$ cat src/rtl/noc_egress_port.sv
// Egress end of the NoC ring: buffers words written by the last switch and
// hands them to the host one at a time over a 4-phase req/ack handshake.
module noc_egress_port #(
  parameter int DEPTH      = 4,
  parameter int DATA_WIDTH = 8
) (
  input  logic                   clk,
  input  logic                   rst_n,
  input  logic                   ena,
  input  logic [DATA_WIDTH-1:0]  noc_data_in,
  input  logic                   noc_wr_en,
  output logic                   noc_full,
  input  logic                   host_ack,
  output logic [DATA_WIDTH-1:0]  host_data,
  output logic                   host_req,
  output logic [$clog2(DEPTH):0] level,
  output logic [7:0]             drop_count
);
  localparam int PTR_W = $clog2(DEPTH);
  localparam logic [PTR_W:0] FULL_LVL = (PTR_W+1)'(DEPTH);

  typedef enum logic [1:0] {IDLE = 2'd0, REQ = 2'd1, RELEASE = 2'd2} state_t;

  state_t                state_q, state_d;
  logic [DATA_WIDTH-1:0] mem_q [DEPTH];
  logic [PTR_W-1:0]      wr_ptr_q, wr_ptr_d;
  logic [PTR_W-1:0]      rd_ptr_q, rd_ptr_d;
  logic [PTR_W:0]        level_q, level_d;
  logic [7:0]            drop_q, drop_d;
  logic                  host_req_q, host_req_d;
  logic [DATA_WIDTH-1:0] host_data_q, host_data_d;
  logic                  ack_meta_q, ack_s_q;
  logic                  full;
  logic                  push;
  logic                  pop;

  assign full = (level_q == FULL_LVL);

  always_comb begin
    state_d     = state_q;
    host_req_d  = host_req_q;
    host_data_d = host_data_q;
    drop_d      = drop_q;
    pop         = 1'b0;
    // A full buffer refuses the incoming word even if the IDLE pop frees a slot.
    push        = ena & noc_wr_en & ~full;
    if (ena && noc_wr_en && full && drop_q != 8'hFF) begin
      drop_d = drop_q + 8'd1;
    end
    if (ena) begin
      case (state_q)
        IDLE: begin
          if (level_q != '0) begin
            pop         = 1'b1;
            host_data_d = mem_q[rd_ptr_q];
            host_req_d  = 1'b1;
            state_d     = REQ;
          end
        end
        REQ: begin
          if (ack_s_q) begin
            host_req_d = 1'b0;
            state_d    = RELEASE;
          end
        end
        RELEASE: begin
          if (!ack_s_q) state_d = IDLE;
        end
        default: state_d = IDLE;
      endcase
    end
    wr_ptr_d = push ? wr_ptr_q + (PTR_W)'(1) : wr_ptr_q;
    rd_ptr_d = pop  ? rd_ptr_q + (PTR_W)'(1) : rd_ptr_q;
    level_d  = level_q + (PTR_W+1)'(push) - (PTR_W+1)'(pop);
  end

  always_ff @(posedge clk) begin
    if (!rst_n) begin
      state_q     <= IDLE;
      wr_ptr_q    <= '0;
      rd_ptr_q    <= '0;
      level_q     <= '0;
      drop_q      <= '0;
      host_req_q  <= 1'b0;
      host_data_q <= '0;
      ack_meta_q  <= 1'b0;
      ack_s_q     <= 1'b0;
    end else begin
      state_q     <= state_d;
      wr_ptr_q    <= wr_ptr_d;
      rd_ptr_q    <= rd_ptr_d;
      level_q     <= level_d;
      drop_q      <= drop_d;
      host_req_q  <= host_req_d;
      host_data_q <= host_data_d;
      // The ack synchronizer keeps running while the block is disabled.
      ack_meta_q  <= host_ack;
      ack_s_q     <= ack_meta_q;
    end
  end

  always_ff @(posedge clk) begin
    if (push) mem_q[wr_ptr_q] <= noc_data_in;
  end

  assign noc_full   = full;
  assign host_data  = host_data_q;
  assign host_req   = host_req_q;
  assign level      = level_q;
  assign drop_count = drop_q;

endmodule

$ cat config.mk
export PLATFORM = sky130hd
export DESIGN_NAME = noc_egress_port
export DESIGN_NICKNAME = d
export VERILOG_FILES = /design/src/rtl/noc_egress_port.sv
export SDC_FILE = /design/constraint.sdc
export NUM_CORES = 1
export LEC_CHECK = 0
export ABC_AREA = 1
export BUFFER_PORTS_ARGS = -buffer_cell sky130_fd_sc_hd__buf_4
export CORE_ASPECT_RATIO = 0.9
export CORE_MARGIN = 3
export CORE_UTILIZATION = 45
export DETAILED_ROUTE_END_ITERATION = 10
export HOLD_SLACK_MARGIN = 0.02
export PLACE_DENSITY = 0.74
export SYNTH_ARGS = -nofsm -noshare
export SYNTH_HDL_FRONTEND = slang
export SYNTH_SLANG_ARGS = --single-unit
$ cat constraint.sdc
create_clock -name clk -period 2 [get_ports clk]
set_input_delay 0.3 -clock clk [delete_from_list [all_inputs] [get_ports clk]]
set_output_delay 0.3 -clock clk [all_outputs]
set_load 0.005 [all_outputs]
After elaboration in Yosys (flattened, before gate mapping)

Memories as Yosys holds them, arrays and structs flattened. A register that Yosys moved wholly into a read port is not among the register bits.
Cells that the tools add are included.

Memories: 1
Logic and storage cells: 46
Output and inout bits: 21
Bits in writable memories: 32
Bits in registers: 20

Memory list:

| memory | words | width | read ports | clocked after memory_dff | write ports | line | text |
|---|---|---|---|---|---|---|---|
| mem_q  | 4     | 8     | 1          | 1                        | 1           | 25   | `logic [DATA_WIDTH-1:0] mem_q [DEPTH];` |

Equality and inequality tests: 7
Multiplexer cells: 12
Reduce and logical (&&, ||, !) cells: 10
Add/sub/neg operators: 5
Bitwise logic cells: 3

Operator list:

| cell                | count |
|---|---|
| $add 8x1->8 const B | 1 |
| $ne 8x8->1 const B  | 1 |
| $reduce_and 4->1    | 2 |
| $mux 1              | 7 |
| $mux 2              | 3 |
| $ne 2x2->1 const B  | 3 |
| $pmux 2 s3          | 1 |
| $add 2x1->2 const B | 2 |
| $add 3x1->3         | 1 |
| $eq 3x3->1 const B  | 1 |
| $logic_and 1x1->1   | 3 |
| $reduce_and 3->1    | 1 |
| $reduce_bool 3->1   | 1 |
| $sub 3x1->3         | 1 |
| $and 1x1->1         | 2 |
| $eq 2x1->1 const B  | 1 |
| $eq 2x2->1 const B  | 1 |
| $logic_not 2->1     | 1 |
| $pmux 1 s2          | 1 |
| $reduce_bool 2->1   | 1 |
| $logic_not 1->1     | 1 |
| $not 1->1           | 1 |

Longest topological paths before layout

Word-level depth: 5
Mapped depth: 12
Mapped depth without buffers: 12

Worst setup path before layout

OpenSTA, ideal clock, no wires.

Kind: register to register
Start point: register level_q[1] (netlist: level[1])
End point: register level_q[2] (netlist: level[2])
Arrival time: 1.783 ns
Library setup time: 0.070 ns
Slack: 0.147 ns
Stages on the path, launching flop included: 13
Required time: 1.930 ns
Cells stage by stage: dfxtp_1 > nor2_4 > nand2_2 > nand3_2 > inv_2 > ha_1 > inv_1 > ha_1 > inv_1 > fa_1 > inv_1 > o21ai_0 > a21oi_1

Cells in the longest elaborated chain, start to end: 5
Elaborated cells on any way between the ends: 9
Those cells by class: 2 x add/sub; 1 x eq/ne; 3 x mux; 2 x bitwise; 1 x reduce/logical

RTL lines:

| what                   | line | text |
|---|---|---|
| from (decl)            | 28   | `logic [PTR_W:0] level_q, level_d;` |
| from (signal assigned) | 92   | `level_q <= level_d;` |
| $reduce_bool 3->1      | 53   | `if (level_q != '0) begin` |
| $mux 1                 | 53   |  |
| $mux 1                 | 51   | `case (state_q)` |
| $mux 1                 | 50   | `if (ena) begin` |
| named net pop          | 35   | `logic pop;` |
| $sub 3x1->3            | 74   | `level_d = level_q + (PTR_W+1)'(push) - (PTR_W+1)'(pop);` |

The timed path passes the listed nets, and every way through them passes these cells.
A chain may end at the register's enable or synchronous reset.

Final worst setup path

Start point: register level_q[0] (netlist: level[0])
End point: register level_q[1] (netlist: level[1])

Cells in the longest elaborated chain, start to end: 5
Elaborated cells on any way between the ends: 9
Those cells by class: 2 x add/sub; 1 x eq/ne; 3 x mux; 2 x bitwise; 1 x reduce/logical

RTL lines:

| what                                                   | line |
|---|---|
| $eq 3x3->1 / $reduce_bool 3->1 (equally long branches) | 37, 53 |
| $not 1->1 / $mux 1 (equally long branches)             | 46, 53 |
| $and 1x1->1 / $mux 1 (equally long branches)           | 46, 51 |
| $add 3x1->3 / $mux 1 (equally long branches)           | 74, 50 |
| $sub 3x1->3 (*)                                        | 74 |

Every way passes the cells marked *; elsewhere a longest branch is shown, timed or not.

==> impl_results.md <==
* Outcome: finished, final reports clean
* Num ports at 34
* Diode count at 0
* Minimum clock period at between 1500 and 2000 ps
* Met2 usage at around a quarter
* Cell area power density at between 1000 and 1500 mW/mm²
* Die area at roughly 0.0066 mm²
* CP Capture Type: register
* Dpl cells at between 300 and 400
* Routed WL at between 4 and 5 mm
* Root Buffer: clkbuf_8
* Final Hold Viols at 0
* Crit path launch type: register
* Kind of critical path: register to register
* Total chip power at between 3000 and 4000 µW
* Die Wd at 85.1 µm
* Total grt overflow at 0
* Clock slew at reported path FFs at 70 ps
* Commonest non-fill, non-tap cell in the layout: nor2_1
* Vias at about 1,900
* Max Slew Vio Count at 0
* Num Clock Sinks at 60
* Post-layout util at between 50% and 60%
* Grt peak-use layer: met2
* DR vias/cell at ~4.9
* GR Util All Layers at between 10% and 20%
* Slew @ Worst Pin at between 300 and 400 ps
* Post-synth cell types at 31
* Period utilisation layout at 93.5%
* DRC Markers at 0
* Hold Path End: ack_meta_q
* Leakage power at 0.00130 µW
* Area grow syn2layout at 23.7%
* Initial antenna violation count at 0
* Hold Crit Depth at 3
* Post-Syn Area per Cell at 9.68 µm²
* Required time worst endpoint at 2220 ps
* Final setup violation count at 0
* CTS tree: yes
* Synth warn at 0
* Largest net degree at the start of global routing at 24
* Worst vdd ir at between 0.5 and 0.6 mV
* Synth Net Count at between 200 and 300
* Post-synthesis sequential element count at 60
* Initial Utilization at between 40% and 50%
* Max_cap viols at 0
* CP Max Fanout at 4
* Most frequent cells in the layout: 55 x nor2_1, 45 x buf_4, 32 x edfxtp_1
* Post-route ant nets at 0
* Worst reg2reg startpoint: level[0]
* DR iter-0 viols at 76
* EDFF count, synth at 32
* Core Box Area at between 0.005 and 0.006 mm²
* Setup TNS at 0 ps
* Ys flop type: edfxtp_1
* Synthesized instance count at 262
* Hold_sp: host_ack
* Clock Path Buffers at 2
* Share of layout cells above drive strength 1 at 26.3%
* Synthesized area at 0.00254 mm²
* Input/output buffers at 33
* DR WL/cell at ~13 µm
* Worst reg2reg setup slack at about 130 ps
* Hold Path Class: input pin to register
* Post-synthesis async set-or-reset flop share at 0%
* Slew HR at roughly three quarters
* Met1 usage at 19.4%
* Total CTS buffers at 9
* Row Count at 25
* Reg2reg end: level[1]
* Drt pass-1 iters at 4
* Post-route insts no fill at 383
* Final #Nets at about 330
* Skew-Pair Late Insertion Delay at between 300 and 400 ps
* Vias in the first global route at between 1,500 and 2,000
* Worst Skew at 6.69 ps
* GR Util met3 at between 7 and 8%
* Start point of the critical path: level[0]
* HPWL after DPL at between 3 and 4 mm
* RSZ-0062 raised after global routing: no
* CP arrival at between 2000 and 2500 ps
* Top achievable clock speed at between 500 and 600 MHz
* Die Y-Extent at roughly 77 µm
* First-pass GRT wire length at 8.09 mm
* Reg2reg path depth at 9
* Seq/Total Area, Yosys at approximately three fifths
* RD Place Congestion at roughly 0.8
* H-tree lvl count at 3
-- sequential cells by signal (all words and copies together), names as in the netlist --
| signal | flops |
|---|---|
| host_data | 8 |
| drop_count | 8 |
| host_req | 1 |
| ack_meta_q | 1 |
| rd_ptr_q | 2 |
| mem_q | 32 |
| state_q | 2 |
| ack_s_q | 1 |
| level | 3 |
| wr_ptr_q | 2 |
-- critical path, stage by stage (launching register included) --
cell and delay [ps]:
dfxtp_4 360, nor2_4 140, nand2_1 100, nand2_2 110, ha_4 200, inv_1 50, ha_2 160, inv_2 40
fa_2 550, nor2_1 40
-- synthesized netlist by cell type (4+ instances only) --
cell type	n	area share, %
a21oi_1	9	1.8
dfxtp_1	28	22
edfxtp_1	32	38
ha_1	7	3.5
inv_1	24	3.6
inv_2	4	0.59
nand2_1	30	4.4
nand3_1	4	0.79
nor2_1	56	8.3
o21ai_0	32	6.3
o22ai_1	8	2.0
-- layer usage --
layer	up-vias	routed length, µm
met5	-	0
met4	0	53
met3	6	308
met2	46	2340
met1	868	2150
li1	962	-
-- where the power goes --
group | total (µW) | leakage, µW | switching (µW) | internal (µW)
sequential | 1560 | 0.000520 | 103 | 1450
clock | 1070 | 0.0000958 | 485 | 580
combinational | 894 | 0.000686 | 480 | 414
total | 3510 | 0.00130 | 1070 | 2450
-- per-stage QoR --
step,area [µm²],setup slack (ps),hold WS (ps)
after floorplan,2540,147,390
after global placement,2890,132,404
after detailed placement,2890,58.5,401
after CTS,3090,36.7,145
after global routing,3140,11.5,142
final,3140,130,159
-- area by class of cell --
type / count / area (µm²)
Clock buffer: 9 / 124
Clock inverter: 7 / 76.3
Fill cell: 448 / 2210
Inverter: 30 / 118
Multi-Input combinational cell: 165 / 871
Sequential cell: 60 / 1530
Tap cell: 67 / 83.8
Timing Repair Buffer: 45 / 338
-- worst max path at each step --
stage               endpoint  slack, ps  cells past startpoint
finish              level[1]        130                      9
global route        level[2]         10                     11
CTS                 level[2]         40                     12
detailed placement  level[2]         60                     11
global placement    level[2]        130                     11
floorplan           level[2]        150                     12
-- what timing repair did --
action,CTS,global route
hold buffers,0,0
setup buffers,0,3
endpoints found under the setup margin,0,1
endpoints found under the hold margin,0,0
resized for setup,0,11
-- cell families (layout without fill, tap and decap cells) --
| kind of cell | count (synthesis) | after routing | share of synthesized area (%) |
|---|---|---|---|
| simple gates | 101 | 101 | 16.9 |
| flops | 60 | 60 | 60.0 |
| compound gates | 52 | 52 | 11.0 |
| buf+inv | 37 | 91 | 6.46 |
| fa+ha+maj | 8 | 8 | 4.24 |
| xor+xnor | 4 | 4 | 1.38 |
Power figures use the tool's default switching activity.
